`config.mk`:
```
export PLATFORM = sky130hd
export DESIGN_NAME = dwa_element_scheduler
export DESIGN_NICKNAME = d
export VERILOG_FILES = /design/src/rtl/dwa_element_scheduler.sv
export SDC_FILE = /design/constraint.sdc
export NUM_CORES = 1
export LEC_CHECK = 0
export BUFFER_PORTS_ARGS = -buffer_cell sky130_fd_sc_hd__buf_4
export CORE_UTILIZATION = 35
export DETAILED_ROUTE_END_ITERATION = 10
export GPL_ROUTABILITY_DRIVEN = 0
export GPL_TIMING_DRIVEN = 0
export SETUP_SLACK_MARGIN = 0.1
export SLEW_MARGIN = 20
export SYNTH_ARGS = -nofsm -noshare
export SYNTH_HDL_FRONTEND = slang
export SYNTH_SLANG_ARGS = --single-unit
```
`constraint.sdc`:
```
create_clock -name clk_i -period 4.6 [get_ports clk_i]
set_clock_uncertainty 0.2 [all_clocks]
set_input_delay 0.23 -clock clk_i [delete_from_list [all_inputs] [get_ports clk_i]]
set_output_delay 0.23 -clock clk_i [all_outputs]
set_load 0.03 [all_outputs]
```
`src/rtl/dwa_element_scheduler.sv`:
```
// Element-selection controller for a DEM DAC: it clamps each level and maps it to unit-element
// enables in thermometer, DWA or bidirectional-DWA order.
module dwa_element_scheduler #(
    parameter int unsigned NUM_ELEMENTS = 16,
    parameter int unsigned LEVEL_WIDTH  = 16,
    parameter int unsigned PTR_WIDTH    = $clog2(NUM_ELEMENTS)
) (
    input  logic                    clk_i,
    input  logic                    rst_ni,
    input  logic                    clr_i,
    input  logic                    valid_i,
    input  logic [LEVEL_WIDTH-1:0]  level_i,
    input  logic [1:0]              mode_i,
    output logic [NUM_ELEMENTS-1:0] elem_en_o,
    output logic                    valid_o,
    output logic [PTR_WIDTH-1:0]    ptr_o,
    output logic                    dir_o,
    output logic                    clip_o
);

    localparam int unsigned CntW = PTR_WIDTH + 1;
    localparam logic [CntW-1:0] NumCnt = CntW'(NUM_ELEMENTS);

    typedef enum logic [1:0] {
        ModeTherm = 2'b00,
        ModeDwa   = 2'b01,
        ModeBidir = 2'b10
    } mode_e;

    mode_e                   mode_q, mode_d, mode_eff;
    logic [PTR_WIDTH-1:0]    ptr_q, ptr_d;
    logic                    dir_q, dir_d;
    logic [NUM_ELEMENTS-1:0] elem_en_q, elem_en_d;
    logic                    valid_q, valid_d;
    logic                    clip_q, clip_d;

    logic [CntW-1:0]         lvl;
    logic                    clip;
    logic [PTR_WIDTH-1:0]    p_base;
    logic                    dir_base;
    logic [CntW-1:0]         sum_fwd, sum_bwd;
    logic [PTR_WIDTH-1:0]    ptr_fwd, ptr_bwd;
    logic [NUM_ELEMENTS-1:0] therm;
    logic [PTR_WIDTH-1:0]    rot;
    logic [NUM_ELEMENTS-1:0] rotated;

    // Clamp the signed request into 0..NUM_ELEMENTS; the sign bit is tested separately.
    always_comb begin
        lvl  = '0;
        clip = 1'b0;
        if (level_i[LEVEL_WIDTH-1]) begin
            clip = 1'b1;
        end else if (level_i > LEVEL_WIDTH'(NUM_ELEMENTS)) begin
            lvl  = NumCnt;
            clip = 1'b1;
        end else begin
            lvl = level_i[CntW-1:0];
        end
    end

    always_comb begin
        mode_eff = (mode_i == 2'b11) ? ModeDwa : mode_e'(mode_i);
        p_base   = (mode_eff != mode_q) ? '0 : ptr_q;
        dir_base = (mode_eff != mode_q) ? 1'b0 : dir_q;
    end

    // Pointer update in PTR_WIDTH+1 bits, corrected by one +/-N step.
    always_comb begin
        sum_fwd = {1'b0, p_base} + lvl;
        if (sum_fwd >= NumCnt) begin
            sum_fwd = sum_fwd - NumCnt;
        end
        if ({1'b0, p_base} < lvl) begin
            sum_bwd = {1'b0, p_base} + NumCnt - lvl;
        end else begin
            sum_bwd = {1'b0, p_base} - lvl;
        end
        ptr_fwd = sum_fwd[PTR_WIDTH-1:0];
        ptr_bwd = sum_bwd[PTR_WIDTH-1:0];
    end

    always_comb begin
        therm = '0;
        for (int k = 0; k < int'(NUM_ELEMENTS); k++) begin
            therm[k] = (CntW'(k) < lvl);
        end
    end

    // A backward run covering P-L..P-1 equals a forward run starting at the new pointer.
    always_comb begin
        rot   = '0;
        ptr_d = ptr_q;
        dir_d = dir_q;
        unique case (mode_eff)
            ModeTherm: begin
                rot   = '0;
                ptr_d = '0;
                dir_d = 1'b0;
            end
            ModeBidir: begin
                rot   = dir_base ? ptr_bwd : p_base;
                ptr_d = dir_base ? ptr_bwd : ptr_fwd;
                dir_d = ~dir_base;
            end
            default: begin
                rot   = p_base;
                ptr_d = ptr_fwd;
                dir_d = 1'b0;
            end
        endcase
        rotated = (therm << rot) | (therm >> (NumCnt - {1'b0, rot}));
    end

    always_comb begin
        mode_d    = mode_q;
        elem_en_d = elem_en_q;
        valid_d   = 1'b0;
        clip_d    = 1'b0;
        if (clr_i) begin
            mode_d    = ModeTherm;
            elem_en_d = '0;
        end else if (valid_i) begin
            mode_d    = mode_eff;
            elem_en_d = rotated;
            valid_d   = 1'b1;
            clip_d    = clip;
        end
    end

    always_ff @(posedge clk_i or negedge rst_ni) begin
        if (!rst_ni) begin
            mode_q    <= ModeTherm;
            ptr_q     <= '0;
            dir_q     <= 1'b0;
            elem_en_q <= '0;
            valid_q   <= 1'b0;
            clip_q    <= 1'b0;
        end else begin
            mode_q    <= mode_d;
            elem_en_q <= elem_en_d;
            valid_q   <= valid_d;
            clip_q    <= clip_d;
            if (clr_i) begin
                ptr_q <= '0;
                dir_q <= 1'b0;
            end else if (valid_i) begin
                ptr_q <= ptr_d;
                dir_q <= dir_d;
            end
        end
    end

    assign elem_en_o = elem_en_q;
    assign valid_o   = valid_q;
    assign ptr_o     = ptr_q;
    assign dir_o     = dir_q;
    assign clip_o    = clip_q;

endmodule
```
==> metrics.md <==
| Metric | Value |
|---|---|
| Drt via density | 6.38 |
| Post-synthesis cell count | 429 |
| Die area | 9570 µm² |
| Routed wire length | 11.4 mm |
| PwrDens | 154 nW/µm² |
| Hold WC Path Type | in -> reg |
| Leak Pwr | 1.62 nW |
| Final Hold Vio Count | 0 |
| Dpl cell area | 3670 µm² |
| Fin crit share | 92.9% |
| Htree depth | 1 |
| Clk Latency, worst-skew pair | 0.27 ns |
| Die height | 97.9 µm |
| RSZ-0062 raised after global routing | no |
| Worst path cell trace | clkbuf_2 > o41ai_2 > and4_1 > buf_2 > and2_2 > inv_1 > fa_1 > and3b_2 > o21ai_2 > a21oi_2 > inv_2 > ha_4 > clkbuf_4 > xnor2_1 > clkbuf_4 > nor2_1 > o32a_1 > mux2i_1 > a31oi_1 |
| Finished layout cell area | 3910 µm² |
| Fill cells | 900 |
| Post-DP HPWL | 8.54 mm |
| Tot Pwr | 0.000603 W |
| Crit path kind | in -> reg |
| Crit path capture | elem_en_o[2] |
| Min Tclk post-route | 4.27 ns |
| Global-route usage over all layers | 23.4% |
| Slowest library cell on the worst path | fa_1 |
| Vias | 3800 |
| CTS buffer count | 3 |
| Number of synthesized flops with an enable pin | 0 |
| Register area share after synthesis | 19.5% |
| Max clock buf depth | 2 |
| CP Launch Type | input port |
| Largest net degree at the start of global routing | 26 |
| R2R depth | 18 |
| TritonCTS clock tree | built |
| Worst path depth | 19 |
| Fmax | 0.234 GHz |
| Core Box Area | 8810 µm² |
| Number of max-cap violations | 0 |
| Final Max Tran Viols | 0 |
| Most common cell on crit path | clkbuf_4 |
| FF-to-FF End | elem_en_o[2] |
| Max_slew headroom | 42.7% |
| Seq cells post-synth | 25 |
| Post-route ant nets | 0 |
| Initial antenna violation count | 0 |
| Gr ovfl total | 0 |
| Commonest non-fill, non-tap cells in the layout | buf_4 (55), nor2_1 (45), nand2_1 (36) |
| WP data arrival | 4.20 ns |
| RR Startpoint | mode_q[1] |
| Mapped Nets | 460 |
| Setup crit start | level_i[0] |
| Ys async rst share | 100% |
| Reg clk slew, reported paths | 0.09 ns |
| Req. time, crit path | 4.53 ns |
| Fin util | 44.4% |
| Placed Instances | 580 |
| Synthesis-to-finish area growth | 21.7% |
| Rows | 34 |
| Global-route wire length before repair | 18.2 mm |
| WL/cell | 19.1 µm |
| Pre-antenna DRT Iters | 8 |
| Top-level I/O count | 45 |
| Critical Path End Type | register |
| Synth Warn # | 0 |
| Layout cells sized above 1 | 22.7% |
| CP top delay family | buffers and inverters |
| Synth Area per Inst | 7.50 µm² |
| Worst path buffer plus inverter count | 6 |
| Die width | 97.9 µm |
| Distinct cells, synth | 79 |
| Residual DRC count | 4 |
| Final net count | 520 |
| CTS Sinks | 25 |
| CP max FO | 10 |
| Primary FF master, synth | dfrtp_1 |
| Setup TNS | 0 ns |
| Final Non-Filler Cells | 596 |
| Antenna cells | 0 |
| Maximum vdd drop | 0.123 mV |
| Final setup violation count | 0 |
| Vias in the first global route | 3545 |
| Initial core utilization | 36.5% |
| Reg2reg setup slack | 0.40 ns |
| CP peak stage delay | 0.54 ns |
| Port bufs | 43 |
| Outcome | finished with violations |
| Failing checks | design-rule violations |
| Cell Area, Synth | 3220 µm² |
| Initial DRC Count | 472 |
| Most common cell after layout, fill and taps aside | buf_4 |
| CTS Root Cell | clkbuf_8 |
| Worst-margin pin slew | 0.856 ns |
[kinds of logic (layout without fill, tap and decap cells)]
| group | count (synthesis) | after routing | share of synthesized area [%] |
|---|---|---|---|
| DFF | 25 | 25 | 19.5 |
| AOI/OAI and AO/OA | 155 | 155 | 34.0 |
| muxes | 17 | 17 | 5.60 |
| adders and majority gates | 10 | 10 | 4.28 |
| and+or+nand+nor | 165 | 165 | 27.4 |
| buffers and inverters | 49 | 108 | 6.61 |
| xor gates and xnor gates | 8 | 8 | 2.65 |
[layout make-up]
cell class | count | area, µm² | area share (%)
plain buffers | 33 | 168 | 4.29
flip-flops and latches | 25 | 626 | 16.0
well taps | 108 | 135 | 3.45
repair buffers | 55 | 415 | 10.6
multi-input cells | 355 | 2460 | 63.0
clock buffers | 4 | 45.0 | 1.15
inverters | 16 | 60.1 | 1.54
[metrics by stage]
step	setup slack, ns	hold slack (ns)
CTS	0.110	0.0316
global placement	-0.701	-0.0518
global route	0.0985	0.0417
detailed placement	-0.760	-0.0476
floorplan	0.260	-0.266
finish	0.326	0.0352
[where the power goes]
group	switching, W	internal, W
sequential	0.00000841	0.000231
clock	0.0000723	0.0000621
combinational	0.000143	0.0000859
[metal layers]
metal  share of wire [%]  wire length [µm]  global-route usage [%]  vias up
met4                 4.1               463                    8.16        0
met5                   0                 0                       0        -
met3                 6.3               718                    2.65       44
li1                    -                 -                       -     1752
met2                  47              5370                    39.7      180
met1                  42              4820                    30.8     1824
[synthesized netlist by cell type (all sizes together), types with 8 or more instances]
cell	count	share of area [%]
nand4	8	1.8
mux2i	12	3.9
nand2	36	4.2
buf	13	2.4
a31oi	12	2.3
clkbuf	20	2.3
o21ai	23	3.6
inv	16	1.9
nor2	47	5.6
nor2b	8	1.6
a21oi	32	5.1
a211oi	12	3.1
dfrtp	25	19
nor3	13	2.2
[worst reg2reg max path, delay by kind of cell, from the launching register on]
| kind | cells | cell delay, ns |
|---|---|---|
| mux | 1 | 0.22 |
| xor+xnor | 2 | 0.38 |
| fa+ha+maj | 3 | 0.79 |
| buf+inv | 4 | 0.67 |
| compound gates | 5 | 0.94 |
| simple gates | 3 | 0.42 |
| flops | 1 | 0.44 |
[sequential cells by signal, indices dropped and copies added (netlist names)]
name	flops
clip_o	1
dir_o	1
elem_en_o	16
mode_q	2
ptr_o	4
valid_o	1
[worst min path at each step]
stage          startpoint           end  cells after the start
3_5_place_dp       rst_ni        clip_o                      1
6_report            clr_i  elem_en_o[2]                      3
2_1_floorplan      rst_ni        clip_o                      0
3_3_place_gp       rst_ni  elem_en_o[6]                      1
4_1_cts             clr_i  elem_en_o[2]                      3
5_1_grt             clr_i  elem_en_o[2]                      3
[what timing repair did]
action	4_1_cts	5_1_grt
resized for setup	13	21
setup buffers	5	6
cloned	0	0
pin swaps	4	2
setup endpoints to repair	15	15
endpoints found under the hold margin	25	0
hold buffers	1	0
Note: power is estimated with default switching activity, not from simulation.
